[src/rtl/call_stack_engine.sv]
// Return-address stack engine for CALL/RET: 256-deep full-descending stack,
// one op in flight, result delivered to fetch over a valid/ready handshake.
module call_stack_engine #(
   parameter int unsigned     PC_W    = 19,
   parameter int unsigned     SP_W    = 8,
   parameter logic [SP_W-1:0] SP_INIT = 8'hFF
) (
   input  logic            clk,
   input  logic            rst_n,
   input  logic            flush,
   input  logic            op_valid,
   output logic            op_ready,
   input  logic [1:0]      op_code,
   input  logic [PC_W-1:0] op_pc,
   input  logic [PC_W-1:0] op_addr,
   output logic            res_valid,
   input  logic            res_ready,
   output logic [PC_W-1:0] res_pc,
   output logic [SP_W-1:0] res_sp,
   output logic            res_err,
   output logic [SP_W:0]   depth
);

   localparam int unsigned   DEPTH_N    = 1 << SP_W;
   localparam logic [SP_W:0] DEPTH_FULL = {1'b1, {SP_W{1'b0}}};

   typedef enum logic [1:0] {IDLE, RET_RD, RESP} state_t;

   state_t          state_q, state_d;
   logic [SP_W-1:0] sp_q, sp_d;
   logic [SP_W:0]   depth_q, depth_d;
   logic [PC_W-1:0] res_pc_q, res_pc_d;
   logic            res_err_q, res_err_d;

   logic            we, re;
   logic [PC_W-1:0] wdata;
   logic [SP_W-1:0] raddr;
   logic [PC_W-1:0] rd_q;
   logic [PC_W-1:0] stack_mem [DEPTH_N];

   // Storage has no reset; contents deliberately survive flush and reset.
   always_ff @(posedge clk) begin
      if (we && rst_n) stack_mem[sp_q] <= wdata;
      if (re && rst_n) rd_q <= (we && raddr == sp_q) ? wdata : stack_mem[raddr];
   end

   always_ff @(posedge clk) begin
      if (!rst_n) begin
         state_q   <= IDLE;
         sp_q      <= SP_INIT;
         depth_q   <= '0;
         res_pc_q  <= '0;
         res_err_q <= 1'b0;
      end else begin
         state_q   <= state_d;
         sp_q      <= sp_d;
         depth_q   <= depth_d;
         res_pc_q  <= res_pc_d;
         res_err_q <= res_err_d;
      end
   end

   always_comb begin
      state_d   = state_q;
      sp_d      = sp_q;
      depth_d   = depth_q;
      res_pc_d  = res_pc_q;
      res_err_d = res_err_q;
      we        = 1'b0;
      re        = 1'b0;
      wdata     = op_pc + 1'b1;
      raddr     = sp_q + 1'b1;
      if (flush) begin
         state_d = IDLE;
         sp_d    = SP_INIT;
         depth_d = '0;
      end else begin
         case (state_q)
            IDLE: begin
               if (op_valid) begin
                  state_d   = RESP;
                  res_pc_d  = op_pc + 1'b1;
                  res_err_d = 1'b0;
                  case (op_code)
                     2'b01: begin
                        res_pc_d = op_addr;
                        // Fullness comes from depth: sp alone aliases after 256 pushes.
                        if (depth_q == DEPTH_FULL) begin
                           res_err_d = 1'b1;
                        end else begin
                           we      = 1'b1;
                           sp_d    = sp_q - 1'b1;
                           depth_d = depth_q + 1'b1;
                        end
                     end
                     2'b10: begin
                        if (depth_q == '0) begin
                           res_err_d = 1'b1;
                        end else begin
                           re      = 1'b1;
                           state_d = RET_RD;
                        end
                     end
                     2'b11:   res_err_d = 1'b1;
                     default: ;
                  endcase
               end
            end
            RET_RD: begin
               res_pc_d  = rd_q;
               res_err_d = 1'b0;
               sp_d      = sp_q + 1'b1;
               depth_d   = depth_q - 1'b1;
               state_d   = RESP;
            end
            RESP: begin
               if (res_ready) state_d = IDLE;
            end
            default: state_d = IDLE;
         endcase
      end
   end

   assign op_ready  = (state_q == IDLE) & ~flush;
   assign res_valid = (state_q == RESP);
   assign res_pc    = res_pc_q;
   assign res_sp    = sp_q;
   assign res_err   = res_err_q;
   assign depth     = depth_q;

endmodule

[config.mk]
export PLATFORM = sky130hd
export DESIGN_NAME = call_stack_engine
export DESIGN_NICKNAME = d
export VERILOG_FILES = /design/src/rtl/call_stack_engine.sv
export SDC_FILE = /design/constraint.sdc
export NUM_CORES = 2
export LEC_CHECK = 0
export CAP_MARGIN = 25
export CORE_UTILIZATION = 40
export CTS_CLUSTER_SIZE = 20
export DETAILED_ROUTE_END_ITERATION = 8
export GPL_ROUTABILITY_DRIVEN = 0
export PLACE_DENSITY = 0.52
export SLEW_MARGIN = 15
export SYNTH_ARGS = -nofsm -noshare
export SYNTH_HDL_FRONTEND = slang
export SYNTH_MEMORY_MAX_BITS = 65536
export SYNTH_SLANG_ARGS = --single-unit
[constraint.sdc]
create_clock -name clk -period 16.8 [get_ports clk]
set_clock_uncertainty 0.2 [all_clocks]
set_input_delay 2.52 -clock clk [delete_from_list [all_inputs] [get_ports clk]]
set_output_delay 2.52 -clock clk [all_outputs]
set_load 0.02 [all_outputs]
# Word level (Yosys, flattened, before mapping)
# Memory sizes are Yosys's and may differ from the RTL's. A register that Yosys moved wholly into a read port is not among the register bits.
# Cells that the tools add are included.
totals:
  ramBits: 4864
  word_cells: 66
  ff_bits: 39
  inputBits: 45
  output_inout_bits: 39
  mem_count: 1
memory_table:
  columns: ["name", "words", "width", "read_ports", "rd_clocked_by_memory_dff", "write_ports", "line", "text"]
  rows:
  - ["stack_mem", 256, 19, 1, 1, 1, "39", "logic [PC_W-1:0] stack_mem [DEPTH_N];"]
op_classes:
  bitwise_logic: 3
  reduce_logical: 9
  n_eq_ne: 10
  muxes: 33
  n_addsub: 5
ops:
  columns: ["cell", "n"]
  rows:
  - ["$mux 19", 2]
  - ["$pmux 19 s2", 1]
  - ["$mux 9", 3]
  - ["$mux 8", 3]
  - ["$add 19x1->19 const B", 1]
  - ["$pmux 9 s2", 1]
  - ["$pmux 8 s2", 1]
  - ["$mux 1", 15]
  - ["$add 9x1->9 const B", 1]
  - ["$eq 9x9->1 const B", 1]
  - ["$logic_not 9->1", 1]
  - ["$sub 9x1->9 const B", 1]
  - ["$add 8x1->8 const B", 1]
  - ["$mux 2", 4]
  - ["$sub 8x1->8 const B", 1]
  - ["$eq 2x2->1 const B", 3]
  - ["$pmux 2 s3", 1]
  - ["$eq 2x1->1 const B", 2]
  - ["$ne 2x1->1 const B", 2]
  - ["$ne 2x2->1 const B", 2]
  - ["$reduce_and 4->1", 1]
  - ["$pmux 1 s3", 1]
  - ["$reduce_and 3->1", 1]
  - ["$logic_and 1x1->1", 2]
  - ["other kinds (7)", 8]

# Depth between registers and ports, before layout
depth:
  depth_word: 9
  ltp_mapped: 16
  ltp_nobuf: 10

# Least setup slack after synthesis
# Ideal clock, no wire load.
synth_path:
  kind: "input to register"
  start: "input port op_pc[6]"
  end: "memory stack_mem[0][15], data pin"
  setup_ps: 1665
  cell_stages: 5
  arrival_ps: 10408
  t_required_ps: 14935
  setup_slack_ps: 4527
  path_cell_list: "and4_1 -> nand4_1 -> nor2_1 -> nand2_1 -> xnor2_1"
synth_via:
  elab_chain_cells: 1
synth_lines:
  columns: ["item", "line", "text"]
  rows:
  - ["start, declared", "14", "input logic [PC_W-1:0] op_pc,"]
  - ["$add 19x1->19", "71", "wdata = op_pc + 1'b1;"]
  - ["net wdata[15]", "36", "logic [PC_W-1:0] wdata;"]
  - ["end, declared", "39", null]
# The timed path passes the listed nets, and every way through them passes these cells.

# Worst setup path in the final report
layout_path:
  start: "register sp_q[0], in the netlist res_sp[0]"
  end: "register rd_q[3] (read register of stack_mem), data pin"
layout_via:
  elab_chain_cells: 1
layout_lines:
  columns: ["item", "line", "text"]
  rows:
  - ["start, declared", "30", "logic [SP_W-1:0] sp_q, sp_d;"]
  - ["start signal, assigned", "56", "sp_q <= sp_d;"]
  - ["$add 8x1->8", "72", "raddr = sp_q + 1'b1;"]
  - ["end, declared", "38", "logic [PC_W-1:0] rd_q;"]
# No other way between the ends.
# A chain may end at the register's enable or synchronous reset.

==> flow_summary.toml <==
[outcome]
status = "finished, final reports clean"

[floorplanning]
core_area_sq_um = 468000
row_count = 251
ios = 84
die_area_sq_um = 474000
die_h_microns = 688
dieWidth_microns = 688
initial_core_util = 0.403

[job]
drv_cap = 0

[cts]
htree_levels = 6
cts_hold_buffers = 0
path_clk_slew_ps = 60
clkSinkCount = 4922
cts_resized = 0
cts_buffers = 528
clock_latency_ps = 1040
cts_buffer_depth = 4
tritoncts = "yes"
root_buffer = "clkbuf_16"
postCtsSetupBuffers = 0

[placed_design]
numPortBuffers = 83
dp_hpwl_microns = 314000

[sta]
worst_slew_pin_slew_ps = 1410
fin_crit_ps = 7930
grt_setup_unrepaired = "false"
slew_violations = 0
finalSetupViolCount = 0
fmax_mhz = 126
hold_ws_ps = 300
slew_headroom = 0.0583
hold_violations = 0
finalCritPeriodShare = 0.472
tns_ps = 0

[synthesis]
synth_edf_count = 4883
postSynthAreaPerCell_sq_um = 24.6
synth_common_cells = "edfxtp_1, mux4_2, nor2_1, clkbuf_1, buf_2"
yosys_most_used_dff = "edfxtp_1"
synth_area_sq_um = 188000
synth_top_area_frac = 0.779
ys_top_cells_by_area = "edfxtp_1, mux4_2, nor2_1"
synth_cells = 7646
synth_cell_types = 54
synth_fp_nets = 7705
yosysMostFrequentCell = "edfxtp_1"
ys_warn_count = 0
yosysSeqAreaShare = 0.783
async_flop_share = 0
ys_ff_latch = 4922
yosysTopAreaCell = "edfxtp_1"

[power]
p_leak_nw = 67.1
power_density_nw_per_um2 = 119
peakVddDrop_mv = 0.100

[grt]
grt_start_max_net_pins = 172
antenna_found_initial = 26
grt_pass1_wl_microns = 723000
grt-ovfl-total = 0
grt_usage = 0.219
grt_pass1_vias = 87554

[cells_and_area]
drive_gt1_frac = 0.344
nets = 8307
final_util = 0.464
synthToLayoutAreaGrowth_pct = 15.3

[worst_setup_path]
end_kind = "flop"
crit_required_ps = 17300
cp_cell_sequence = "inv_1 -> ha_4 -> buf_4 -> buf_4 -> buf_4 -> mux4_2 -> mux4_2 -> a22o_1 -> a221o_1 -> a22oi_1 -> o221ai_1"
path_common_cell = "buf_4"
crit_arrival_ps = 8430
path_delay_family = "buffers and inverters"
start_kind = "flop"
path_buf_inv = 4
cp_max_fo = 46
max_stage_delay_ps = 900
critPathLaunch = "res_sp[0]"
r2r_start = "res_sp[0]"
path_class = "reg2reg"
slowest_stage = "a22oi_1"

[route]
drt-wirelength-per-cell_microns = 35.2
num_vias = 87075
wirelength_microns = 523000
route.detailed.drc = 0
drt_iter0_markers = 10472
drt-pass1-iter-count = 7
via_per_inst = 5.86
ant_nets = 0

[min_path]
hp-start = "depth[7]"
min_path_type = "reg2reg"
==> through the flow <==
step | cells | setup slack, ps | instance area, sq um | total power, W
2_1_floorplan | 7646 | 4530 | 188000 | 0.0144
5_1_grt | 14845 | 8780 | 217000 | 0.0264
3_3_place_gp | 13736 | 8230 | 198000 | 0.0149
3_5_place_dp | 13874 | 8570 | 200000 | 0.0149
6_report | 14855 | 8870 | 217000 | 0.0257
4_1_cts | 14801 | 8840 | 217000 | 0.0260
==> where the power goes <==
| part | internal (W) | total, W | switching [W] |
|---|---|---|---|
| Clock | 0.00635 | 0.0111 | 0.00471 |
| Sequential | 0.0135 | 0.0136 | 0.00000693 |
| Combinational | 0.000332 | 0.00113 | 0.000795 |
==> tightest hold or removal path: cells and delay by family (launching register included) <==
kind | cells | cell delay [ps]
simple gates | 1 | 70
compound gates | 1 | 50
flops | 1 | 340
==> final cells by class <==
type                            instances  area [sq um]
Tap cell                             6198          7750
Sequential cell                      4922        147000
Multi-Input combinational cell       2284         40200
Clock buffer                          652         14100
Antenna cell                           12          30.0
Clock inverter                        275          2160
Timing Repair Buffer                  500          5440
Fill cell                           37902        251000
Inverter                               12          52.6
==> path summary, 6_finish.rpt <==
path / slack [ps] / cells after the start / endpoint
worst max register to register: 8870 / 11 / rd_q[3]
worst max-delay path: 8870 / 11 / rd_q[3]
worst min-delay path: 300 / 2 / depth[7]
worst min register to register: 300 / 2 / depth[7]
==> metal layers <==
metal  global-route usage  vias to the layer above  share of wire
li1                     -                    34595              -
met1                0.320                    48459           0.43
met2                0.341                     3335           0.47
met3               0.0371                      680          0.071
met4               0.0596                        6          0.029
met5                    0                        -       0.000055
==> kinds of logic after synthesis <==
group | count (synthesis) | share of synthesized area
fa+ha+maj | 14 | 0.000970
flops | 4922 | 0.783
simple gates | 427 | 0.00971
mux | 1537 | 0.183
buf+inv | 440 | 0.0106
xor+xnor | 30 | 0.00143
compound gates | 276 | 0.0120
==> state kept, by name, summed over array words and instances (netlist names) <==
register / count
rd_q: 19
res_err: 1
res_pc: 19
res_sp: 8
depth: 9
stack_mem: 4864
state_q: 2
==> cells in the final DEF (no fill, tap or decap), drive strengths merged, types with 36 or more instances in the layout <==
cell / synthesis / final
edfxtp: 4883 / 4883
mux4: 1520 / 1520
clkbuf: 232 / 654
buf: 196 / 417
nor2: 286 / 286
clkinv: 0 / 216
clkdlybuf4s50: 0 / 81
a22o: 76 / 76
nand2: 44 / 44
a221oi: 40 / 40
dfxtp: 39 / 39
inv: 12 / 38
a221o: 36 / 36
Note: power is estimated with default switching activity, not from simulation.
